**src/rtl/serial_bit_source_pkg.sv**
```systemverilog
// rtl/serial_bit_source_pkg.sv - shared state encoding and widths for serial_bit_source
package serial_bit_source_pkg;

    typedef enum logic [1:0] {
        IDLE  = 2'b00,
        SHIFT = 2'b01,
        PAR   = 2'b10,
        GAP   = 2'b11
    } state_t;

    localparam int GAP_CNT_W = 4;

endpackage

```
**src/rtl/serial_bit_source.sv**
```systemverilog
// rtl/serial_bit_source.sv - MSB-first parallel-to-serial bit source, optional parity via SERIAL_BIT_SOURCE_PARITY_EN
module serial_bit_source
    import serial_bit_source_pkg::*;
#(
    parameter int WIDTH = 8,
    parameter int GAP   = 0
) (
    input  logic             clk,
    input  logic             rst,
    input  logic [WIDTH-1:0] din,
    input  logic             din_valid,
    output logic             din_ready,
    output logic             x,
    output logic             x_valid,
    output logic             busy,
    output logic             word_done
);

    localparam int CNT_W = $clog2(WIDTH);
    localparam logic [CNT_W-1:0]     CNT_LOAD = CNT_W'(WIDTH - 1);
    localparam logic [GAP_CNT_W-1:0] GAP_LOAD = (GAP > 0) ? GAP_CNT_W'(GAP - 1) : '0;

    state_t                 state;
    logic [WIDTH-1:0]       shreg;
    logic [CNT_W-1:0]       cnt;
    logic [GAP_CNT_W-1:0]   gcnt;
    logic                   final_cycle;
    logic                   accept;

`ifdef SERIAL_BIT_SOURCE_PARITY_EN
    logic par;
    assign final_cycle = (state == PAR);
`else
    assign final_cycle = (state == SHIFT) && (cnt == '0);
`endif

    // Back-to-back acceptance in the final bit cycle is only legal without a gap
    assign din_ready = (state == IDLE) || ((GAP == 0) && final_cycle);
    assign accept    = din_valid && din_ready;

    always_ff @(posedge clk) begin
        if (rst) begin
            state     <= IDLE;
            shreg     <= '0;
            cnt       <= '0;
            gcnt      <= '0;
            x         <= 1'b0;
            x_valid   <= 1'b0;
            busy      <= 1'b0;
            word_done <= 1'b0;
`ifdef SERIAL_BIT_SOURCE_PARITY_EN
            par       <= 1'b0;
`endif
        end else begin
            word_done <= 1'b0;
            if (accept) begin
                // x is registered, so the MSB is presented straight from din
                state   <= SHIFT;
                shreg   <= {din[WIDTH-2:0], 1'b0};
                cnt     <= CNT_LOAD;
                x       <= din[WIDTH-1];
                x_valid <= 1'b1;
                busy    <= 1'b1;
`ifdef SERIAL_BIT_SOURCE_PARITY_EN
                par     <= din[WIDTH-1];
`endif
            end else if (final_cycle) begin
                x       <= 1'b0;
                x_valid <= 1'b0;
                if (GAP > 0) begin
                    state <= serial_bit_source_pkg::GAP;
                    gcnt  <= GAP_LOAD;
                end else begin
                    state <= IDLE;
                    busy  <= 1'b0;
                end
            end else begin
                case (state)
                    IDLE: begin
                        x       <= 1'b0;
                        x_valid <= 1'b0;
                    end
                    SHIFT: begin
                        if (cnt != '0) begin
                            x     <= shreg[WIDTH-1];
                            shreg <= {shreg[WIDTH-2:0], 1'b0};
                            cnt   <= cnt - 1'b1;
`ifdef SERIAL_BIT_SOURCE_PARITY_EN
                            par   <= par ^ shreg[WIDTH-1];
`else
                            word_done <= (cnt == CNT_W'(1));
`endif
                        end
`ifdef SERIAL_BIT_SOURCE_PARITY_EN
                        else begin
                            state     <= PAR;
                            x         <= par;
                            word_done <= 1'b1;
                        end
`endif
                    end
                    PAR: begin
                        state <= IDLE;
                    end
                    serial_bit_source_pkg::GAP: begin
                        x       <= 1'b0;
                        x_valid <= 1'b0;
                        if (gcnt == '0) begin
                            state <= IDLE;
                            busy  <= 1'b0;
                        end else begin
                            gcnt <= gcnt - 1'b1;
                        end
                    end
                endcase
            end
        end
    end

endmodule

```
**config.mk**
```make
export PLATFORM = sky130hd
export DESIGN_NAME = serial_bit_source
export DESIGN_NICKNAME = d
export VERILOG_FILES = /design/src/rtl/serial_bit_source_pkg.sv /design/src/rtl/serial_bit_source.sv
export SDC_FILE = /design/constraint.sdc
export NUM_CORES = 1
export LEC_CHECK = 0
export ABC_AREA = 1
export CAP_MARGIN = 20
export CORE_ASPECT_RATIO = 1.4
export CORE_MARGIN = 1.5
export CORE_UTILIZATION = 24
export DETAILED_ROUTE_END_ITERATION = 8
export PLACE_DENSITY_LB_ADDON = 0.12
export SLEW_MARGIN = 20
export SYNTH_ARGS = -nofsm -noshare
export SYNTH_HDL_FRONTEND = slang
export SYNTH_SLANG_ARGS = --single-unit
```
**constraint.sdc**
```tcl
create_clock -name clk -period 1.1 [get_ports clk]
set_input_delay 0.11 -clock clk [delete_from_list [all_inputs] [get_ports clk]]
set_output_delay 0.11 -clock clk [all_outputs]
set_load 0.1 [all_outputs]
```
==> results.md <==
- Worst setup margin: -238 ps
- Multiplexer share of the synthesized area: 0%
- Yosys reg bits: 14
- CTS Buf Count: 3
- Fin. max-slew vios: 0
- Most frequent cells in the layout: nand3_1 (15), nand2_1 (15), buf_4 (13)
- Crit share post-route: 122%
- XOR/XNOR Fraction of Synth Area: 0%
- Setup violators final: 15
- Die Ht: about 65 um
- Worst vdd ir: 624 uV
- Pleak: about 0.53 nW
- Critical R2R Launch: cnt[0]
- Simple-Gate Fraction of Synth Area: 32.8%
- Placer congestion estimate: ~0.75
- Post-DRT Antenna Nets: 0
- Row Count: 22
- CORE AREA: around 2600 sq um
- DP HPWL: approximately 1100 um
- Power per cell area: 1220 nW/um^2
- WL/cell: 10.9 um
- Status: complete, but fails checks
- GRT Resource Usage Total: 12.5%
- Cts hold-fix bufs: 0
- Critical path startpoint category: register
- Seq/Total Area, Yosys: 42.4%
- Final Skew: 4.29 ps
- Hold_sp: din[7]
- CTS max path bufs: 2
- Root Buffer: clkbuf_4
- Initial Util: about a quarter
- Chip Width: 47.3 um
- DRC Markers: 0
- Synth cell types: 17
- Crit path arrival time: 1230 ps
- Crit. End Element: primary output
- GRT overflow: 0
- Slew @ Worst Pin: 384 ps
- Vias in the first global route: 633
- DRT Pass-1 Iters: 4
- Reg2Reg Depth: 9
- Final wirelength: 1700 um
- Worst slew margin: about three quarters
- RSZ-0062 raised after global routing: true
- Worst skew pair latency: ~290 ps
- Setup crit start: cnt[0]
- IO buf count: 15
- Gate Count Post-Synth: 87
- Max-cap violations: 0
- Critical R2R Capture: shreg[2]
- Hold Fails Final Rpt: 0
- Reg area: 288 sq um
- Synthesized area: roughly 660 sq um
- H-tree depth: 1
- Ratio of cells with drive above 1 in the final layout: ~47%
- Worst Path Required: 990 ps
- Via/cell ratio: roughly 4.2
- Routed vias: between 600 and 700
- Tmin final: 1340 ps
- Number of fillers in the final layout: 264
- Mean area per synthesized cell: ~7.6 sq um
- Overall Power: around 0.0014 W
- Min-delay worst type: input port to register
- Crit path max fanout: 2
- Yosys warns: 0
- Placed cells: 148
- Largest net degree at the start of global routing: 16
- Initial antenna violation count: 0
- R2r setup slk: -210 ps
- Reg clk slew, reported paths: about 80 ps
- CP Class: register to primary output
- Non-Filler Instances: 156
- Failing checks: negative setup slack
- Util after Layout: 44.7%
- Starting DRT DRC Count: 14
- Diodes inserted: 0
- # clock sinks: 14
- Complex-gate fraction of the synthesized area: 7.95%
- Worst hold endpoint: x
- Post-synthesis net count: 101
- Area Growth Syn to Fin: 77.1%
- Fmax: 748 MHz
- Largest family of logic cells by synthesized area: simple AND/OR/NAND/NOR gates
- Min Hold Slack: 380 ps
- First-pass GRT wire length: roughly 2600 um
- IO Count: 16
- Synth Area in Adders: 5.68%
- Hold depth: 3
- # nets final: 135
- Die footprint: 3080 sq um
- Area occupied by multi-input gates: 415 sq um
- CTS tree: yes
[registers in the layout, indices dropped and copies added (netlist names)]
register and cells:
cnt 3, busy 1, word_done 1, x 1, shreg 7, x_valid 1
[stage by stage]
| step | area (sq um) | worst slack (ps) | setup TNS [ps] |
|---|---|---|---|
| after floorplan | 721 | -70.0 | -669 |
| after global placement | 1030 | -98.0 | -982 |
| after detailed placement | 1030 | -138 | -1160 |
| after CTS | 1110 | -254 | -2830 |
| after global routing | 1170 | -294 | -3330 |
| final | 1170 | -238 | -2360 |
[per-layer routing]
metal / GRT usage (%) / part of all wire (%) / vias to the layer above
li1: - / - / 347
met1: 13.5 / 39 / 294
met2: 20.6 / 55 / 16
met3: 1.67 / 3.0 / 5
met4: 9.38 / 3.0 / 0
met5: 0 / 0 / -
[cell usage after synthesis]
master     n  share of area, %
inv_2      1              0.57
buf_2      2               1.5
nand2_2    1              0.95
buf_6      2               3.4
nand2_1   20                11
nand3_1   22                17
a21oi_2    1               1.3
nor2_1     2               1.1
nand2_4    1               1.7
nor2_2     1              0.95
dfxtp_1   14                42
o21ai_0    2               1.5
ha_1       3               5.7
a21oi_1    3               2.3
a21boi_2   1               1.7
o21a_1     1               1.1
inv_1     10               5.7
[what timing repair did]
action | CTS | global route
gates cloned | 1 | 0
pin swaps | 3 | 7
buffers inserted | 2 | 2
resized for setup | 8 | 16
hold endpoints to repair | 0 | 0
endpoints found under the setup margin | 13 | 15
[cell families after synthesis]
logic type               count (synthesis)
AND/OR/NAND/NOR                         47
adder cells (fa/ha/maj)                  3
flip-flops                              14
AO/OA/AOI/OAI                            8
buffers and inverters                   15
[where the power goes]
part	internal [W]	switching, W
logic	0.000253	0.000283
registers	0.000549	0.0000303
clock network	0.000141	0.000176
[worst max-delay path, stage by stage, from the launching register on]
cell	delay, ps
dfxtp_2	340
inv_2	50
ha_4	160
nand2_4	80
nand2_8	50
buf_6	110
buf_12	150
[area by class of cell]
cell class	count	area share (%)
Multi-Input combinational cell	58	35.5
Timing Repair Buffer	33	30.3
Sequential cell	14	24.6
Tap cell	36	3.85
Inverter	11	3.53
Clock buffer	4	2.25
[how the worst max path moves through the flow]
| stage | slack, ps | to | cells past startpoint |
|---|---|---|---|
| floorplan | -70 | shreg[2] | 9 |
| global placement | -100 | shreg[3] | 9 |
| detailed placement | -140 | shreg[6] | 6 |
| CTS | -250 | din_ready | 6 |
| global route | -290 | shreg[2] | 9 |
| finish | -240 | din_ready | 6 |
Power figures use the tool's default switching activity.
==> RTL change, RTL diff (same settings) <==
Change the parameter `WIDTH` from 8 to 16.
--- a/src/rtl/serial_bit_source.sv
+++ b/src/rtl/serial_bit_source.sv
@@ -2,7 +2,7 @@
 module serial_bit_source
     import serial_bit_source_pkg::*;
 #(
-    parameter int WIDTH = 8,
+    parameter int WIDTH = 16,
     parameter int GAP   = 0
 ) (
     input  logic             clk,
Ports: changed (resized din); port bits go from 16 to 24. The function was not compared with the original's and may differ.
==> RTL change against the original RTL <==
  * Worst setup slack gained 13 ps
  * Cell count increased by 64%
  * Critical path type unchanged
  * Global-route usage decreased by 0.18 points
  * Wire length rose by 76%
  * Sequential cell count grew 9
  * Final area increased by 68%
  * Via count up 72%
  * Combinational power rose by 62%
  * The run still ends with negative setup slack left
  * Area after synthesis is 70% higher
  * Die area is 65% higher
  * Synthesized cell count increased by 78%
  * Power rose by 65%
  * Core utilization down 1.1 points
==> RTL change: results (changes against the original RTL) <==
.. list-table::
   :header-rows: 1

   * - Metric
     - Value
   * - Number of inserted diodes
     - 0 (unchanged)
   * - Startpoint of the lowest-slack hold path
     - din[15]
   * - Layout Skew
     - 5.64 ps (+1.34 ps)
   * - Clock Latency Late Sink
     - 270 ps (-20 ps)
   * - Cell count of the worst hold path
     - 3 (unchanged)
   * - Status
     - complete, but fails checks
   * - Sequential fraction of the synthesis area
     - 0.411 (-0.0131)
   * - Destination of the worst register-to-register timing path
     - shreg[9]$_SDFFE_PP0P_
   * - Final TNS setup
     - -3510 ps (-1150 ps)
   * - Placed cell count
     - 245 (+66%)
   * - First-iteration detailed-routing DRC count
     - 32 (+18)
   * - Global router's overall resource usage
     - 0.123 (-0.00185)
   * - Count of different cell masters after synthesis
     - 22 (+5)
   * - Setup-violating endpoint count in the final report
     - 23 (+8)
   * - Layout cells sized above 1
     - 0.438 (-0.0285)
   * - Top cell types by occurrence after synthesis
     - nand3_1 (46), nand2_1 (38), dfxtp_1 (23)
   * - Pin count of the biggest net entering global routing
     - 19 (+3)
   * - Tightest slew margin relative to the limit
     - 0.792 (+0.0482)
   * - CTS root buffer
     - clkbuf_8
   * - Worst-case hold slack
     - 422 ps (+42.3 ps)
   * - Detailed Route WL
     - 2990 microns (+76%)
   * - Reg2reg path depth
     - 10 (+1)
   * - Vias per inst
     - 4.45 (+4.8%)
   * - Most area-consuming cells after synthesis
     - dfxtp_1 (41%), nand3_1 (21%), nand2_1 (13%), inv_1 (6.0%), ha_1 (2.2%)
   * - Via count
     - 1139 (+72%)
   * - Final critical-path setup slack
     - -225 ps (+13.0 ps)
   * - Data arrival time at the worst-slack endpoint
     - 1210 ps (-20 ps)
   * - Largest registers
     - shreg: 15 flops, cnt: 4 flops
   * - Number of I/O port buffers
     - 23 (+8)
   * - TritonCTS Buffers
     - 3 (unchanged)
   * - Total Nets Final
     - 216 (+60%)
   * - Violations in the final reports
     - negative setup slack
   * - Wire length of the first global-routing pass
     - 4770 microns (+80%)
   * - CTS-repair resized insts
     - 9 (+1)
   * - Sw Ratio
     - 0.333 (-0.00862)
   * - Setup Fix Bufs, Post-CTS
     - 2 (unchanged)
   * - Avg Cell Area, Syn
     - 7.22 sq um (-4.9%)
   * - Final weighted congestion of routability-driven global placement
     - 0.760 (+1.7%)
==> RTL change: cell type report <==
class / count / area, sq um
Clock buffer: 3 / 41.3
Clock inverter: 1 / 5.00
Fill cell: 483 / 2540
Inverter: 21 / 95.1
Multi-Input combinational cell: 103 / 753
Sequential cell: 23 / 468
Tap cell: 62 / 77.6
Timing Repair Buffer: 43 / 522
==> RTL change: worst max path at each step <==
| stage | depth (start not counted) | endpoint | slack, ps | from |
|---|---|---|---|---|
| floorplan | 9 | shreg[10]$_SDFFE_PP0P_ | -100 | cnt[0]$_SDFFE_PP0P_ |
| global placement | 6 | x_valid$_SDFFE_PP0P_ | -320 | din_valid |
| global route | 6 | din_ready | -280 | cnt[0]$_SDFFE_PP0P_ |
| detailed placement | 6 | x_valid$_SDFFE_PP0P_ | -370 | din_valid |
| CTS | 6 | din_ready | -240 | cnt[0]$_SDFFE_PP0P_ |
| finish | 6 | din_ready | -220 | cnt[0]$_SDFFE_PP0P_ |
==> RTL change: layer usage <==
metal	vias to the layer above	global-route usage	part of all wire
li1	574	-	-
met1	540	0.143	0.42
met2	20	0.217	0.54
met3	5	0.0186	0.025
met4	0	0.0474	0.017
met5	-	0	0
==> RTL change: power groups by stage <==
stage	Combinational (mW)	Sequential [mW]	Clock, mW
after detailed placement	0.673	0.967	0
after global placement	0.663	0.967	0
after floorplan	0.364	1.03	0
after global routing	0.932	0.964	0.597
final	0.867	0.955	0.536
after CTS	0.718	0.951	0.559
==> RTL change: logic make-up after synthesis <==
family / Yosys count / share of synthesized area
AOI/OAI and AO/OA: 8 / 0.0447
adders and majority gates: 2 / 0.0223
and+or+nand+nor: 92 / 0.377
xor gates and xnor gates: 1 / 0.00782
buffers and inverters: 29 / 0.137
DFF: 23 / 0.411
